$ cat config.mk
export PLATFORM = sky130hd
export DESIGN_NAME = fetch_aligner
export DESIGN_NICKNAME = d
export VERILOG_FILES = /design/src/rtl/fetch_aligner_pkg.sv /design/src/rtl/fetch_aligner_halfword_buffer.sv /design/src/rtl/fetch_aligner.sv
export SDC_FILE = /design/constraint.sdc
export NUM_CORES = 1
export LEC_CHECK = 0
export CAP_MARGIN = 10
export CORE_MARGIN = 2
export CORE_UTILIZATION = 39
export DETAILED_ROUTE_END_ITERATION = 10
export PLACE_DENSITY_LB_ADDON = 0.2
export SYNTH_ARGS = -nofsm -noshare
export SYNTH_HDL_FRONTEND = slang
export SYNTH_SLANG_ARGS = --single-unit
$ cat constraint.sdc
create_clock -name i_clk -period 3.6 [get_ports i_clk]
set_input_delay 0.72 -clock i_clk [delete_from_list [all_inputs] [get_ports i_clk]]
set_output_delay 0.72 -clock i_clk [all_outputs]
set_load 0.005 [all_outputs]
$ cat src/rtl/fetch_aligner_pkg.sv
// Shared constants and helpers for the fetch aligner and its halfword buffer.
package fetch_aligner_pkg;

  localparam logic [31:0] C_RESET_PC_DEFAULT = 32'h0000_0000;
  localparam int unsigned C_HW_W             = 16;
  localparam logic [1:0]  C_RVC_Q3           = 2'b11;

  typedef logic [C_HW_W-1:0] halfword_t;

  // A halfword starts a 16-bit instruction unless its low bits mark quadrant 3.
  function automatic logic f_is_compressed(input halfword_t i_hw, input logic i_cext);
    return i_cext && (i_hw[1:0] != C_RVC_Q3);
  endfunction

  // Instruction length in halfwords for the instruction starting at i_hw.
  function automatic logic [1:0] f_inst_len_hw(input halfword_t i_hw, input logic i_cext);
    return f_is_compressed(i_hw, i_cext) ? 2'd1 : 2'd2;
  endfunction

endpackage

$ cat src/rtl/fetch_aligner_halfword_buffer.sv
// Three-entry halfword shift buffer: drops 0/1/2 halfwords from the head and
// appends 0/1/2 halfwords behind the survivors in the same cycle.
module halfword_buffer
  import fetch_aligner_pkg::*;
(
  input  logic            i_clk,
  input  logic            i_rst_n,
  input  logic            i_flush,
  input  logic [1:0]      i_shift_cnt,
  input  logic [1:0]      i_app_cnt,
  input  logic [31:0]     i_app_data,
  output halfword_t       o_hw0,
  output halfword_t       o_hw1,
  output logic [1:0]      o_count
);

  halfword_t  r_hw0, r_hw1, r_hw2;
  logic [1:0] r_count;

  halfword_t  w_nxt0, w_nxt1, w_nxt2;
  logic [1:0] w_base;
  logic [1:0] w_count_nxt;

  // Shift out consumed halfwords first, then drop new ones in at the fill point.
  always_comb begin
    w_nxt0 = r_hw0;
    w_nxt1 = r_hw1;
    w_nxt2 = r_hw2;
    case (i_shift_cnt)
      2'd1: begin
        w_nxt0 = r_hw1;
        w_nxt1 = r_hw2;
        w_nxt2 = '0;
      end
      2'd2: begin
        w_nxt0 = r_hw2;
        w_nxt1 = '0;
        w_nxt2 = '0;
      end
      default: ;
    endcase
    w_base = r_count - i_shift_cnt;
    if (i_app_cnt != 2'd0) begin
      case (w_base)
        2'd0: begin
          w_nxt0 = i_app_data[15:0];
          if (i_app_cnt == 2'd2) w_nxt1 = i_app_data[31:16];
        end
        2'd1: begin
          w_nxt1 = i_app_data[15:0];
          if (i_app_cnt == 2'd2) w_nxt2 = i_app_data[31:16];
        end
        2'd2: w_nxt2 = i_app_data[15:0];
        default: ;
      endcase
    end
    w_count_nxt = i_flush ? 2'd0 : (w_base + i_app_cnt);
  end

  // Buffer storage and occupancy.
  always_ff @(posedge i_clk or negedge i_rst_n) begin
    if (!i_rst_n) begin
      r_hw0   <= '0;
      r_hw1   <= '0;
      r_hw2   <= '0;
      r_count <= 2'd0;
    end else begin
      r_hw0   <= w_nxt0;
      r_hw1   <= w_nxt1;
      r_hw2   <= w_nxt2;
      r_count <= w_count_nxt;
    end
  end

  assign o_hw0   = r_hw0;
  assign o_hw1   = r_hw1;
  assign o_count = r_count;

endmodule

$ cat src/rtl/fetch_aligner.sv
// Fetch aligner: turns word-aligned fetch data into a stream of whole 16/32-bit
// instructions with their PCs, handling straddling words and redirects.
module fetch_aligner
  import fetch_aligner_pkg::*;
#(
  parameter logic [31:0] P_RESET_PC = C_RESET_PC_DEFAULT,
  parameter int unsigned P_C_EXT    = 1
) (
  input  logic        i_clk,
  input  logic        i_rst_n,
  output logic [31:0] o_fetch_addr,
  input  logic [31:0] i_fetch_data,
  input  logic        i_fetch_valid,
  output logic        o_fetch_ready,
  input  logic        i_redirect,
  input  logic [31:0] i_redirect_pc,
  output logic [31:0] o_opcode,
  output logic [31:0] o_pc,
  output logic        o_compressed,
  output logic        o_valid,
  input  logic        i_ready
);

  localparam logic C_CEXT = (P_C_EXT != 0);

  logic [31:0] r_head_pc;
  logic [31:0] r_fetch_addr;
  logic        r_skip;

  halfword_t   w_hw0, w_hw1;
  logic [1:0]  w_count;
  logic        w_compressed;
  logic        w_avail;
  logic        w_consume;
  logic [1:0]  w_cons_hw;
  logic        w_xfer;
  logic [1:0]  w_app_cnt;
  logic [31:0] w_app_data;
  logic [31:0] w_redir_head;
  logic        w_unused_redir_bit0;

  // Bit 0 of a redirect target never matters: instructions are halfword aligned.
  assign w_unused_redir_bit0 = i_redirect_pc[0];

  halfword_buffer u_buf (
    .i_clk       (i_clk),
    .i_rst_n     (i_rst_n),
    .i_flush     (i_redirect),
    .i_shift_cnt (w_cons_hw),
    .i_app_cnt   (w_app_cnt),
    .i_app_data  (w_app_data),
    .o_hw0       (w_hw0),
    .o_hw1       (w_hw1),
    .o_count     (w_count)
  );

  // Head decode, handshakes, and what the buffer should drop and take this cycle.
  always_comb begin
    w_compressed  = f_is_compressed(w_hw0, C_CEXT);
    w_avail       = ((w_count >= 2'd1) && w_compressed) || (w_count >= 2'd2);
    o_valid       = w_avail && !i_redirect;
    o_compressed  = w_avail && w_compressed;
    o_opcode      = 32'h0;
    if (w_avail) o_opcode = w_compressed ? {16'h0000, w_hw0} : {w_hw1, w_hw0};
    w_consume     = o_valid && i_ready;
    w_cons_hw     = w_consume ? f_inst_len_hw(w_hw0, C_CEXT) : 2'd0;
    o_fetch_ready = (w_count - w_cons_hw) <= 2'd1;
    w_xfer        = i_fetch_valid && o_fetch_ready && !i_redirect;
    w_app_cnt     = 2'd0;
    if (w_xfer) w_app_cnt = r_skip ? 2'd1 : 2'd2;
    w_app_data    = r_skip ? {16'h0000, i_fetch_data[31:16]} : i_fetch_data;
    w_redir_head  = C_CEXT ? {i_redirect_pc[31:1], 1'b0} : {i_redirect_pc[31:2], 2'b00};
  end

  // PC, fetch address and skip tracking; a redirect overrides everything else.
  always_ff @(posedge i_clk or negedge i_rst_n) begin
    if (!i_rst_n) begin
      r_head_pc    <= P_RESET_PC & ~32'h3;
      r_fetch_addr <= P_RESET_PC & ~32'h3;
      r_skip       <= 1'b0;
    end else if (i_redirect) begin
      r_head_pc    <= w_redir_head;
      r_fetch_addr <= {i_redirect_pc[31:2], 2'b00};
      r_skip       <= C_CEXT && i_redirect_pc[1];
    end else begin
      if (w_consume) r_head_pc <= r_head_pc + (w_compressed ? 32'd2 : 32'd4);
      if (w_xfer) begin
        r_fetch_addr <= r_fetch_addr + 32'd4;
        r_skip       <= 1'b0;
      end
    end
  end

  assign o_pc         = r_head_pc;
  assign o_fetch_addr = r_fetch_addr;

endmodule

== After elaboration in Yosys (flattened, before gate mapping) ==
Cells that the tools add are included.
Operators by class
  add/subtract/negate cells: 4
  $mul: 0
  div/mod/pow operators: 0
  $lt $le $gt $ge: 3
  eq/ne operators: 6
  shift-type cells: 0
  muxes and demuxes: 26
  bitwise gates (word level): 0
  reductions and logical operators: 13
Operators by type and width (count)
  $mux W32: 7
  $pmux W16 S2: 4
  $mux W16: 7
  $add A32 B3 Y32: 1
  $add A32 B3 Y32 const B: 1
  $mux W2: 5
  $eq A2 B2 Y1 const B: 3
  $logic_and A1 B1 Y1: 6
  $reduce_bool A2 Y1: 3
  $eq A2 B1 Y1 const B: 2
  $mux W3: 1
  $add A2 B2 Y2: 1
  $ge A2 B1 Y1 const B: 1
  $ge A2 B2 Y1 const B: 1
  $le A2 B1 Y1 const B: 1
  $logic_not A2 Y1: 1
  $mux W1: 2
  $ne A2 B2 Y1 const B: 1
  $reduce_or A2 Y1: 1
  $sub A2 B2 Y2: 1
  $logic_not A1 Y1: 1
  $logic_or A1 B1 Y1: 1
Storage, ports and cells
  register bits: 115
  bits in latches: 0
  RAM bits: 0
  bits in read-only memories: 0
  input port bits: 69
  output and inout bits: 99
  logic and storage cells: 59
  memories: 0

== Longest topological paths before layout ==
Gate-level depths: netlist of run 1.
  depth in word-level cells: 15
  mapped depth: 17

== By module ==
From an unflattened synthesis of run 1, not the netlist that was laid out.
Second synthesis, totals
  cells, all modules: 792
  area, all modules: 7226.9 um2
By module, submodules not included
  fetch_aligner: times used 1, cells an instance 467, area each 4346.7 um2, sequential area each 1551.5 um2
  halfword_buffer: times used 1, cells an instance 325, area each 2880.3 um2, sequential area each 1251.2 um2

== Worst setup path after synthesis of run 1 ==
Ideal clock, no wire load.
  path type: input-to-reg
  start point: input i_redirect
  end point: register u_buf.r_count[1], in the netlist u_buf.o_count[1]
  library setup time: 0.072 ns
  arrival: 3.701 ns
  required time: 3.528 ns
  path slack: -0.173 ns
  cell stages on the path: 17
  buffers on the path: 4
  cells stage by stage: buf_4 > nor2b_1 > o21ai_0 > buf_2 > clkbuf_1 > nor2_1 > ha_1 > xor2_1 > ha_1 > or3b_1 > clkbuf_2 > nand2_1 > nor3_1 > and2_1 > ha_1 > xor3_1 > nor2_1
Between the ends
  cells in the longest elaborated chain, start to end: 11
Ends and longest elaborated chain
  start, declared: line fetch_aligner.sv:15  | input logic i_redirect,
  $logic_not A1 Y1: line fetch_aligner.sv:61, fetch_aligner.sv:68
  $logic_and A1 B1 Y1: line fetch_aligner.sv:61  | o_valid = w_avail && !i_redirect;
  $logic_and A1 B1 Y1: line fetch_aligner.sv:65  | w_consume = o_valid && i_ready;
  $mux W2: line fetch_aligner.sv:66  | w_cons_hw = w_consume ? f_inst_len_hw(w_hw0, C_CEXT) : 2'd0;
  $sub A2 B2 Y2: line fetch_aligner_halfword_buffer.sv:42, fetch_aligner.sv:67
  $le A2 B1 Y1: line fetch_aligner.sv:67  | o_fetch_ready = (w_count - w_cons_hw) <= 2'd1;
  $logic_and A1 B1 Y1 (2 in a row): line fetch_aligner.sv:68  | w_xfer = i_fetch_valid && o_fetch_ready && !i_redirect;
  $mux W2: line fetch_aligner.sv:70  | if (w_xfer) w_app_cnt = r_skip ? 2'd1 : 2'd2;
  $add A2 B2 Y2: line fetch_aligner_halfword_buffer.sv:57  | w_count_nxt = i_flush ? 2'd0 : (w_base + i_app_cnt);
  $mux W2 (*): line fetch_aligner_halfword_buffer.sv:57
  via u_buf.w_count_nxt[1]: line fetch_aligner_halfword_buffer.sv:22  | logic [1:0] w_count_nxt;
  end signal, assigned: line fetch_aligner_halfword_buffer.sv:71  | r_count <= w_count_nxt;
  end, declared: line fetch_aligner_halfword_buffer.sv:18  | logic [1:0] r_count;
The timed path passes the listed nets; every way through them passes the cells marked *.
A chain may end at the register's enable or synchronous reset.

== Worst setup path after layout of run 1 ==
  start point: input i_ready
  end point: output o_fetch_ready
Between the ends
  cells in the longest elaborated chain, start to end: 4
Ends and longest elaborated chain
  start, declared: line fetch_aligner.sv:21  | input logic i_ready
  $logic_and A1 B1 Y1: line fetch_aligner.sv:65
  $mux W2: line fetch_aligner.sv:66
  $sub A2 B2 Y2: line fetch_aligner.sv:67
  $le A2 B1 Y1: line fetch_aligner.sv:67
  end, declared: line fetch_aligner.sv:14  | output logic o_fetch_ready,
Every way passes these cells.

==> summary.md, run 1 <==
| Metric | Value |
|---|---|
| Clk root buf | `clkbuf_16` |
| Slowest cell on the critical path | `clkdlybuf4s50_1` |
| Min Clock Period, post-route | `3.45 ns` |
| Synth Instances | `~770` |
| R2r endpoint | `u_buf.o_count[1]$_DFF_PN0_` |
| Worst-path clk slew | `about 0.080 ns` |
| Routed WL | `22.4 mm` |
| Post-detail-place hpwl | `about 15 mm` |
| Number of synthesized flops with an enable pin | `0` |
| Wire per inst | `around 19 microns` |
| Syn avg cell area | `9.02 sq um` |
| Area fraction of the dominant cell type after synthesis | `0.402` |
| Die width | `138 microns` |
| Vias | `approximately 6700` |
| Status | `finished clean` |
| Clock Latency Late Sink | `between 0.3 and 0.4 ns` |
| Post CTS Setup Buffer Count | `0` |
| Prevailing post-synth register cell | `dfrtp_1` |
| Initial antenna violation count | `0` |
| Worst Tran Pin Value | `~0.86 ns` |
| Vias in the first global route | `between 6000 and 7000` |
| Final Hold Viols | `0` |
| Hold Crit Class | `in -> async` |
| Cts hold-fix bufs | `0` |
| Core ar. | `between 15000 and 20000 sq um` |
| Max-cap violation count | `0` |
| Synthesized flop and latch total | `112` |
| Die H | `~140 microns` |
| TritonRoute pass-1 iters | `5` |
| Slew headroom | `0.419` |
| Total CTS buffers | `9` |
| Top cells by area, synth | `dfrtp_1 (40%), nand2_1 (5.8%), o211ai_1 (3.9%)` |
| Fmax | `~0.29 GHz` |
| Largest family of logic cells by synthesized area | `simple AND/OR/NAND/NOR gates` |
| Crit. End Element | `output port` |
| Layout cells sized above 1 | `0.115` |
| Critical path's largest stage delay | `between 0.5 and 0.6 ns` |
| Multiplexer share of the synthesized area | `0.0567` |
| RSZ-0062 raised after global routing | `false` |
| CP startpoint kind | `primary input` |
| Final setup vio count | `0` |
| Skew final | `slightly above 0.01 ns` |
| Async set or reset register ratio after synthesis | `1.00` |
| Syn-to-layout area delta | `34.9%` |
| Die ar. | `approximately 19000 sq um` |
| Post-synth top area cell | `dfrtp_1` |
| Reg2reg path depth | `13` |
| First-pass GRT wire length | `34.8 mm` |
| Buf+Inv Stages, Crit Path | `2` |
| RD Place Congestion | `0.817` |
| Ys Warns | `0` |
| R2r setup slk | `~0.41 ns` |
| Top Ports | `~170` |
| Total gr overflow | `0` |
| Slew Viols, Final | `0` |
| Tcrit/Tclk final | `0.958` |
| Port bufs | `163` |
| Post-synthesis simple-gate area fraction | `0.238` |
| Ant. Diodes | `0` |
| CTS H-tree depth | `3` |
| Critical Path AT | `between 2 and 3 ns` |
| Drt first-iter violations | `roughly 470` |
| Leak | `between 3 and 4 nW` |
| PostCTS Resize Cnt | `1` |
| Min Hold Slack | `0.370 ns` |
| Multi-input logic area | `slightly below 4000 sq um` |
| CP max FO | `5` |
| WS Path Type | `in -> out` |
| Critical-path cell list | `clkdlybuf4s50_1, nor2b_4, o21ai_2, nor2_1, ha_2, xor2_2, ha_1, or2_2, dlygate4sd2_1` |
| DR vias/cell | `approximately 5.7` |
| Worst reg2reg path startpoint | `u_buf.o_hw0[0]$_DFF_PN0_` |
| Distinct cells, synth | `66` |
| Global-route usage over all layers | `0.238` |
| Clock sinks | `between 100 and 150` |
| Rows | `48` |
| Post-Synth Adder-Cell Area | `0.0172` |
| Clock buffer depth | `2` |
| Worst vdd ir | `0.000379 V` |
| Largest net degree at the start of global routing | `66` |
| Top cell family by delay on the critical path | `buffers and inverters` |
| CTS tree | `yes` |
| Data required time at the worst endpoint | `~2.9 ns` |
| DRC | `0` |
| Initial core utilization | `0.400` |
| Final ANT Viol Nets | `0` |
| PwrDens | `roughly 560 nW/um^2` |
| Register area share after synthesis | `0.402` |
| Post-synthesis xor/xnor area fraction | `0.0511` |
| Fillers | `between 1500 and 2000` |
| Fin nets | `~1000` |
| Tot Pwr | `5.22 mW` |
| Compound-gate portion of the synthesized area | `0.189` |
| Sequential Area | `between 2000 and 3000 sq um` |
| Mapped cell area | `between 6000 and 7000 sq um` |
## synth_stat cells (all sizes together), types with 3 or more instances
library cell  number
a21boi             4
a21o              17
a21oi             22
a31o               3
a32oi             15
and2              24
and3              29
and4               6
buf               25
clkbuf            30
dfrtp            112
ha                 8
inv               18
mux2              18
mux2i             18
nand2            109
nand3             40
nand4             16
nor2              29
nor3              16
nor4              19
nor4b              3
o211ai            37
o21a               4
o21ai             44
o22ai             17
o311ai            17
o31a               3
or3                6
or4                3
xnor2             22
xor2              16
## routing by layer
layer	vias up	GRT usage	wire length, microns
met1	3238	0.342	10300
li1	3178	-	-
met4	0	0.0714	347
met3	27	0.0361	1440
met5	-	0	0
met2	240	0.371	10300
## power by group
part	leakage (nW)	switching (mW)	internal [mW]
logic	2.30	1.19	1.15
clock network	0.143	0.501	0.566
registers	1.38	0.275	1.54
total	3.83	1.97	3.26
## registers in the layout, summed over array words and instances, names as in the netlist
register       cells
u_buf.r_hw2       16
u_buf.o_hw1       16
u_buf.o_hw0       16
u_buf.o_count      2
o_pc              31
o_fetch_addr      30
r_skip             1
## cell usage in the layout (no fill, tap or decap), types with 4 or more instances in the layout
cell type | Yosys | routed
and4_1 | 5 | 5
nand3_1 | 40 | 40
o21ai_0 | 40 | 39
mux2i_1 | 17 | 17
o211ai_1 | 36 | 36
o311ai_0 | 17 | 17
buf_12 | 0 | 7
and2_1 | 24 | 24
inv_1 | 17 | 17
nor2_1 | 29 | 29
xor2_1 | 16 | 15
ha_1 | 8 | 7
nor3_1 | 14 | 14
or3_1 | 5 | 5
and3_1 | 29 | 29
buf_4 | 6 | 38
nand4_1 | 15 | 15
dfrtp_1 | 112 | 111
nand2_1 | 108 | 107
a21o_1 | 17 | 17
o21a_1 | 4 | 4
clkbuf_16 | 0 | 9
clkdlybuf4s50_1 | 0 | 160
xnor2_1 | 22 | 22
a21oi_1 | 22 | 22
o22ai_1 | 17 | 17
nor4_1 | 18 | 17
a32oi_1 | 15 | 15
mux2_2 | 18 | 18
## through the flow
step | cell area (sq um) | cells | worst slack (ns) | utilization | TNS, ns
after floorplan | 7000 | 775 | 0.000422 | - | 0
after global placement | 9080 | 1153 | -0.120 | 0.521 | -2.11
after detailed placement | 9080 | 1153 | -0.158 | 0.521 | -2.76
after CTS | 9390 | 1169 | 0.128 | 0.539 | 0
after global routing | 9410 | 1169 | 0.0126 | 0.540 | 0
final | 9410 | 1169 | 0.151 | 0.540 | 0
## worst max path at each step
| stage | start | endpoint | slack (ns) | cells past startpoint |
|---|---|---|---|---|
| 5_1_grt | i_ready | u_buf.o_count[1]$_DFF_PN0_ | 0.01 | 14 |
| 3_3_place_gp | i_ready | u_buf.o_hw1[7]$_DFF_PN0_ | -0.12 | 12 |
| 6_report | i_ready | o_fetch_ready | 0.15 | 9 |
| 2_1_floorplan | i_redirect | u_buf.o_count[1]$_DFF_PN0_ | 0.0004 | 17 |
| 3_5_place_dp | i_ready | u_buf.o_hw1[5]$_DFF_PN0_ | -0.16 | 12 |
| 4_1_cts | i_ready | o_fetch_ready | 0.13 | 9 |
## final cells by class
cell class,instances,area share
Inverter,18,0.00718
Clock buffer,11,0.0258
Clock inverter,5,0.00665
Timing Repair Buffer,208,0.218
Tap cell,225,0.0299
Sequential cell,112,0.298
Multi-Input combinational cell,590,0.414
## cell families after synthesis
group	Yosys count
adders and majority gates	9
and+or+nand+nor	313
AOI/OAI and AO/OA	190
buffers and inverters	73
xor gates and xnor gates	39
other	1
DFF	112
muxes	36
(Power assumes the default switching activity.)
==> run 2, diff against run 1 <==
- CAP_MARGIN: 10 -> 40
==> summary.md, run 2 (synthesis gave the netlist of run 1 again) <==
| Metric | Value |
|---|---|
| Post-detail-place hpwl | `15.4 mm (+0.22%)` |
| Critical-path cell list | `clkdlybuf4s50_1, nor2b_2, o21ai_2, nor2_1, ha_2, xor2_2, ha_1, or2_2, dlygate4sd2_1` |
| CTS H-tree depth | `3 (unchanged)` |
| Critical Path AT | `2.73 ns (about the same)` |
| TritonRoute pass-1 iters | `5 (unchanged)` |
| Slowest cell on the critical path | `clkdlybuf4s50_1` |
| Int Pwr | `3.21 mW (-1.5%)` |
| Total gr overflow | `0 (unchanged)` |
| Worst vdd ir | `0.000378 V (-0.19%)` |
| Die ar. | `19000 sq um (unchanged)` |
| Largest net degree at the start of global routing | `66 (unchanged)` |
| Post-Layout Cell Count | `1170 (+0.086%)` |
| Most common cell after layout, fill and taps aside | `clkdlybuf4s50_1` |
| Cts hold-fix bufs | `0 (unchanged)` |
| CP max FO | `5 (unchanged)` |
| CP startpoint kind | `primary input` |
| Vias | `6685 (+0.030%)` |
| Skew final | `0.0109 ns (+0.000552 ns)` |
| Layout cells sized above 1 | `0.116 (+0.000936)` |
| Slew Viols, Final | `0 (unchanged)` |
| Worst-path clk slew | `0.08 ns (about the same)` |
| Initial antenna violation count | `0 (unchanged)` |
| Slew headroom | `0.437 (+0.0181)` |
| Final setup vio count | `0 (unchanged)` |
| Ant. Diodes | `0 (unchanged)` |
| Final core utilization | `0.539 (-0.00115)` |
| Core ar. | `17400 sq um (unchanged)` |
| Fin nets | `1018 (+0.098%)` |
| Clock buffer depth | `2 (unchanged)` |
| Total CTS buffers | `9 (unchanged)` |
| Final Hold Viols | `0 (unchanged)` |
| Clock sinks | `112 (unchanged)` |
| Wire per inst | `19.0 microns (-0.77%)` |
| Routed WL | `22.2 mm (-0.69%)` |
| Largest register FFs | `31 (unchanged)` |
| Worst reg2reg path startpoint | `u_buf.o_hw0[0]$_DFF_PN0_` |
| CTS tree | `yes` |
| Switching share of total power | `0.378 (+0.00159)` |
| Drt first-iter violations | `406 (-14%)` |
| Initial core utilization | `0.400 (unchanged)` |
| Multi-input logic area | `3890 sq um (-0.29%)` |
| Switching Power | `1.95 mW (-0.84%)` |
| RD Place Congestion | `0.817 (unchanged)` |
| Clk pwr share | `0.197 (-0.007)` |
| First-pass GRT wire length | `35.0 mm (+0.38%)` |
| Combinational share of power | `0.451 (+0.003)` |
| Post CTS Setup Buffer Count | `0 (unchanged)` |
| Global-route usage over all layers | `0.237 (-0.000682)` |
| Syn-to-layout area delta | `34.6%` |
| Tcrit/Tclk final | `0.957 (about the same)` |
| Crit. End Element | `output port` |
| Critical path's largest stage delay | `0.48 ns (-0.03 ns)` |
| Clock Latency Late Sink | `0.36 ns (about the same)` |
| Data required time at the worst endpoint | `2.88 ns (about the same)` |
| Sequential Area | `2800 sq um (unchanged)` |
| DR vias/cell | `5.71 (about the same)` |
| Top Ports | `168 (unchanged)` |
| Max-cap violation count | `0 (unchanged)` |
| Port bufs | `163 (unchanged)` |
| WS Path Type | `in -> out` |
| Final ANT Viol Nets | `0 (unchanged)` |
| Seq pwr share | `0.352 (+0.004)` |
| Worst Tran Pin Value | `0.844 ns (-0.0181 ns)` |
| Min Clock Period, post-route | `3.45 ns (-0.00206 ns)` |
| Rows | `48 (unchanged)` |
| Fillers | `1634 (+0.43%)` |
| Clk root buf | `clkbuf_16` |
| Status | `finished clean` |
| DRC | `0 (unchanged)` |
| Commonest non-fill, non-tap cells in the layout | `clkdlybuf4s50_1 (160), dfrtp_1 (111), nand2_1 (107), nand3_1 (40), buf_4 (40)` |
| RSZ-0062 raised after global routing | `false` |
| Leak | `3.83 nW (about the same)` |
| Fmax | `0.290 GHz (about the same)` |
| Worst Setup SP | `i_ready` |
| Vias in the first global route | `6393 (+0.61%)` |
| Cells after DPL | `1154 (+0.087%)` |
| PwrDens | `549 nW/um^2 (-1.1%)` |
| Hold Crit Class | `in -> async` |
| Die H | `138 microns (unchanged)` |
| Die width | `138 microns (unchanged)` |
[run 2: cell count changes in the layout (fill, tap and decap cells not counted)]
cell and change:
nor2b_2 +1, nor3_2 +1, nor3_4 -1, clkbuf_8 +1, inv_8 +1, inv_6 -1, clkinv_4 +1, buf_6 -1
nor2b_4 -1, buf_4 +2, clkinvlp_4 -1, bufinv_16 -1
[run 2: area by class of cell]
cell class              count  area share
clock buffers              12      0.0273
well taps                 225      0.0300
clock inverters             4     0.00387
flip-flops and latches    112       0.299
multi-input cells         590       0.414
inverters                  18     0.00720
repair buffers            209       0.219
[run 2: power by group through the flow]
| stage | registers, mW | logic [mW] | clock network (mW) |
|---|---|---|---|
| 5_1_grt | 1.86 | 2.54 | 1.07 |
| 3_3_place_gp | 1.83 | 2.29 | 0 |
| 2_1_floorplan | 1.76 | 1.32 | 0 |
| 6_report | 1.82 | 2.33 | 1.01 |
| 4_1_cts | 1.81 | 2.33 | 1.03 |
| 3_5_place_dp | 1.84 | 2.32 | 0 |
[run 2: per-layer routing]
layer | wire (microns) | vias up | share of wire | GRT usage
met1 | 10100 | 3249 | 0.45 | 0.340
met5 | 0 | - | 0 | 0
met4 | 376 | 0 | 0.017 | 0.0760
li1 | - | 3183 | - | -
met2 | 10400 | 220 | 0.47 | 0.371
met3 | 1380 | 33 | 0.062 | 0.0331
[run 2: what timing repair did]
item / in CTS / in global routing
endpoints found under the hold margin: 0 / 0
cloned: 0 / 0
gates resized for setup: 1 / 1
setup endpoints to repair: 1 / 1
[run 2: through the flow]
step	setup TNS [ns]	hold WS (ns)	power, mW	area, sq um	setup WS, ns
CTS	0	0.408	5.17	9380	0.151
floorplan	0	0.424	3.07	7000	0.000422
detailed placement	-1.55	0.514	4.16	9090	-0.112
global route	0	0.445	5.47	9390	0.00253
global placement	-2.11	0.513	4.12	9080	-0.120
finish	0	0.380	5.16	9390	0.154
[run 2: worst max-delay path: cells and delay by family]
kind	cells	cell delay, ns
buffers and inverters	2	0.78
XOR/XNOR	1	0.08
AND/OR/NAND/NOR	3	0.60
AO/OA/AOI/OAI	1	0.08
adder cells (fa/ha/maj)	2	0.46
[run 2: worst paths after layout]
| kind | end | slack [ns] | depth (start not counted) |
|---|---|---|---|
| setup / recovery | o_fetch_ready | 0.15 | 9 |
| hold / removal | o_fetch_addr[18]$_DFFE_PN0N_ | 0.38 | 1 |
| max in group asynchronous | r_skip$_DFFE_PN0N_ | 2.41 | 2 |
| setup reg to reg | u_buf.o_count[1]$_DFF_PN0_ | 0.42 | 13 |
| min in group i_clk | u_buf.r_hw2[14]$_DFF_PN0_ | 0.54 | 2 |
| hold reg to reg | u_buf.r_hw2[14]$_DFF_PN0_ | 0.54 | 2 |
==> run 3, diff against run 2 <==
- ABC_AREA: not set -> 1
- CORE_MARGIN: 2 -> 5
- clock period: 3.6 -> 3 ns (I/O delays scaled with it)
==> summary.md, run 3 <==
| Metric | Value |
|---|---|
| Tcrit/Tclk final | `0.936` |
| Top cells by area, synth | `dfrtp_1 (37%), nand2_1 (16%), inv_1 (6.8%)` |
| Worst-path clk slew | `0.08 ns (about the same)` |
| TritonRoute pass-1 iters | `8 (+3)` |
| Initial core utilization | `0.392 (-0.00807)` |
| Final setup vio count | `0 (unchanged)` |
| WS Path Type | `reg -> reg` |
| Critical Path AT | `3.09 ns (+0.36 ns)` |
| Count leader, synth | `nand2_1` |
| Clk pwr share | `0.215 (+0.018)` |
| CP startpoint kind | `register` |
| Commonest non-fill, non-tap cells in the layout | `nand2_1 (313), clkdlybuf4s50_1 (159), inv_1 (136), dfrtp_1 (112), nand3_1 (95)` |
| Clock Latency Late Sink | `0.36 ns (about the same)` |
| Crit. End Element | `register` |
| Vias in the first global route | `7858 (+23%)` |
| Layout cells sized above 1 | `0.0842 (-0.0322)` |
| Top Ports | `168 (unchanged)` |
| Final core utilization | `0.529 (-0.0105)` |
| Fmax | `0.356 GHz` |
| Worst vdd ir | `0.000347 V (-8.4%)` |
| Number of synthesized flops with an enable pin | `0 (unchanged)` |
| Port bufs | `163 (unchanged)` |
| Max-cap violation count | `0 (unchanged)` |
| Seq pwr share | `0.354 (+0.002)` |
| Ys Warns | `0 (unchanged)` |
| First-pass GRT wire length | `41.7 mm (+19%)` |
| Skew final | `0.00903 ns (-0.00184 ns)` |
| Async set or reset register ratio after synthesis | `1.00 (unchanged)` |
| Post-synth top area cell | `dfrtp_1` |
| Fin nets | `1357 (+33%)` |
| Mapped cell area | `7580 sq um (+8.8%)` |
| Top cells by count, synth | `nand2_1 (316), inv_1 (138), dfrtp_1 (112), nand3_1 (95), nor2_1 (94)` |
| CP max FO | `3 (-2)` |
| Die H | `149 microns (+8.5%)` |
| Area fraction of the dominant cell type after synthesis | `0.370 (-0.0324)` |
| Ant. Diodes | `0 (unchanged)` |
| Total gr overflow | `0 (unchanged)` |
| Prevailing post-synth register cell | `dfrtp_1` |
| Synthesized flop and latch total | `112 (unchanged)` |
| Wire per inst | `16.9 microns (-11%)` |
| Synth Instances | `1098 (+42%)` |
| Rows | `51 (+6.3%)` |
| Largest net degree at the start of global routing | `54 (-18%)` |
| Data required time at the worst endpoint | `3.28 ns (+0.40 ns)` |
| Post-detail-place hpwl | `19.3 mm (+25%)` |
| Most common cell after layout, fill and taps aside | `nand2_1` |
| Worst reg2reg path startpoint | `u_buf.o_hw0[0]$_DFF_PN0_` |
| Int Pwr | `4.07 mW (+27%)` |
| Leak | `4.68 nW (+22%)` |
| Fin Setup TNS | `0 ns (unchanged)` |
| Clk root buf | `clkbuf_16` |
| Initial antenna violation count | `0 (unchanged)` |
| Distinct cells, synth | `41 (-38%)` |
| Hold Crit Class | `in -> async` |
| PwrDens | `650 nW/um^2 (+18%)` |
| Clock buffer depth | `2 (unchanged)` |
| Syn-to-layout area delta | `34.7% (about the same)` |
| Status | `finished clean` |
| Die width | `149 microns (+8.5%)` |
| Worst Setup SP | `u_buf.o_hw0[0]$_DFF_PN0_` |
| Drt first-iter violations | `501 (+23%)` |
| Slew headroom | `0.517 (+0.0798)` |
| Final ANT Viol Nets | `0 (unchanged)` |
| Post-Layout Cell Count | `1548 (+32%)` |
| Vias | `8017 (+20%)` |
| Switching share of total power | `0.387 (+0.00814)` |
| RSZ-0062 raised after global routing | `false` |
| Core ar. | `19300 sq um (+11%)` |
| DR vias/cell | `5.18 (-9.4%)` |
| Die ar. | `22300 sq um (+18%)` |
| Final Hold Viols | `0 (unchanged)` |
| Worst Tran Pin Value | `0.724 ns (-0.120 ns)` |
| Switching Power | `2.57 mW (+32%)` |
| Register area share after synthesis | `0.370 (-0.0324)` |
| Syn avg cell area | `6.91 sq um (-23%)` |
| Min Clock Period, post-route | `around 2.8 ns` |
| Combinational share of power | `0.431 (-0.020)` |
| Routed WL | `26.1 mm (+17%)` |
| Clock sinks | `112 (unchanged)` |
| Global-route usage over all layers | `0.236 (-0.00183)` |
| Total CTS buffers | `9 (unchanged)` |
| RD Place Congestion | `0.936 (+15%)` |
| CTS H-tree depth | `3 (unchanged)` |
| DRC | `0 (unchanged)` |
| Largest register FFs | `31 (unchanged)` |
| CTS tree | `yes` |
| Cells after DPL | `1531 (+33%)` |
| Slew Viols, Final | `0 (unchanged)` |
-- run 3: power groups by stage --
stage               Sequential, mW  Combinational, mW  Clock (mW)
floorplan                     2.28               1.70           0
CTS                           2.35               2.86        1.45
finish                        2.35               2.86        1.43
global route                  2.41               3.23        1.49
global placement              2.37               2.80           0
detailed placement            2.37               2.85           0
-- run 3: path summary, 6_finish.rpt --
path                                              endpoint  slack [ns]  cells after the start
worst max register to register  u_buf.o_count[1]$_DFF_PN0_        0.19                     21
worst min register to register         o_pc[1]$_DFFE_PN0N_        0.54                      2
worst min-delay path                  o_pc[30]$_DFFE_PN0N_        0.30                      1
max in group asynchronous         u_buf.o_hw0[5]$_DFF_PN0_        1.90                      2
min in group i_clk                     o_pc[1]$_DFFE_PN0N_        0.54                      2
worst max-delay path            u_buf.o_count[1]$_DFF_PN0_        0.19                     21
-- run 3: stage by stage --
step | hold slack (ns) | total power [mW] | setup slack, ns | instance area [sq um]
after global routing | 0.359 | 7.13 | 0.0146 | 10200
after global placement | 0.509 | 5.16 | -0.329 | 9850
after floorplan | 0.304 | 3.98 | -0.0467 | 7680
final | 0.299 | 6.64 | 0.191 | 10200
after CTS | 0.318 | 6.65 | 0.0168 | 10200
after detailed placement | 0.525 | 5.22 | -0.378 | 9850
-- run 3: final cells by class --
class	instances	area, sq um
clock buffer	9	225
multi-input combinational	792	4090
fill	1935	9120
sequential	112	2800
timing repair buffer	217	2100
tap	265	332
inverter	147	559
clock inverter	6	116
-- run 3: worst max-delay path, stage by stage (launching register included) --
cell and delay (ns):
dfrtp_1 0.40, nand2_2 0.09, a21oi_2 0.07, nor2_4 0.12
nand2_4 0.07, nor2_4 0.11, ha_4 0.15, xor2_2 0.17
inv_1 0.07, nand2_2 0.08, nand2_4 0.06, inv_2 0.08
ha_4 0.14, inv_4 0.03, buf_4 0.13, a21oi_4 0.21
nand2_4 0.12, nor2_4 0.13, ha_2 0.20, xnor2_2 0.11
o21ai_1 0.07, a21oi_1 0.14
-- run 3: repair_timing --
action | CTS | global route
cloned | 0 | 0
pin swaps | 1 | 4
setup endpoints to repair | 3 | 14
buffers inserted | 0 | 2
hold buffers | 0 | 0
resized for setup | 5 | 5
-- run 3: logic make-up after synthesis --
logic type | count (synthesis) | share of synthesized area
simple gates | 580 | 0.330
buf+inv | 196 | 0.103
flops | 112 | 0.370
mux | 2 | 0.00264
fa+ha+maj | 9 | 0.0158
xor+xnor | 46 | 0.0531
compound gates | 152 | 0.125
other cells | 1 | 0.000494
-- run 3: metal layers --
layer  vias up  wire [microns]  global-route usage
met3        51            1660              0.0315
met1      3747           11000               0.307
li1       3933               -                   -
met5         -               0                   0
met2       286           12500               0.392
met4         0            1000               0.105
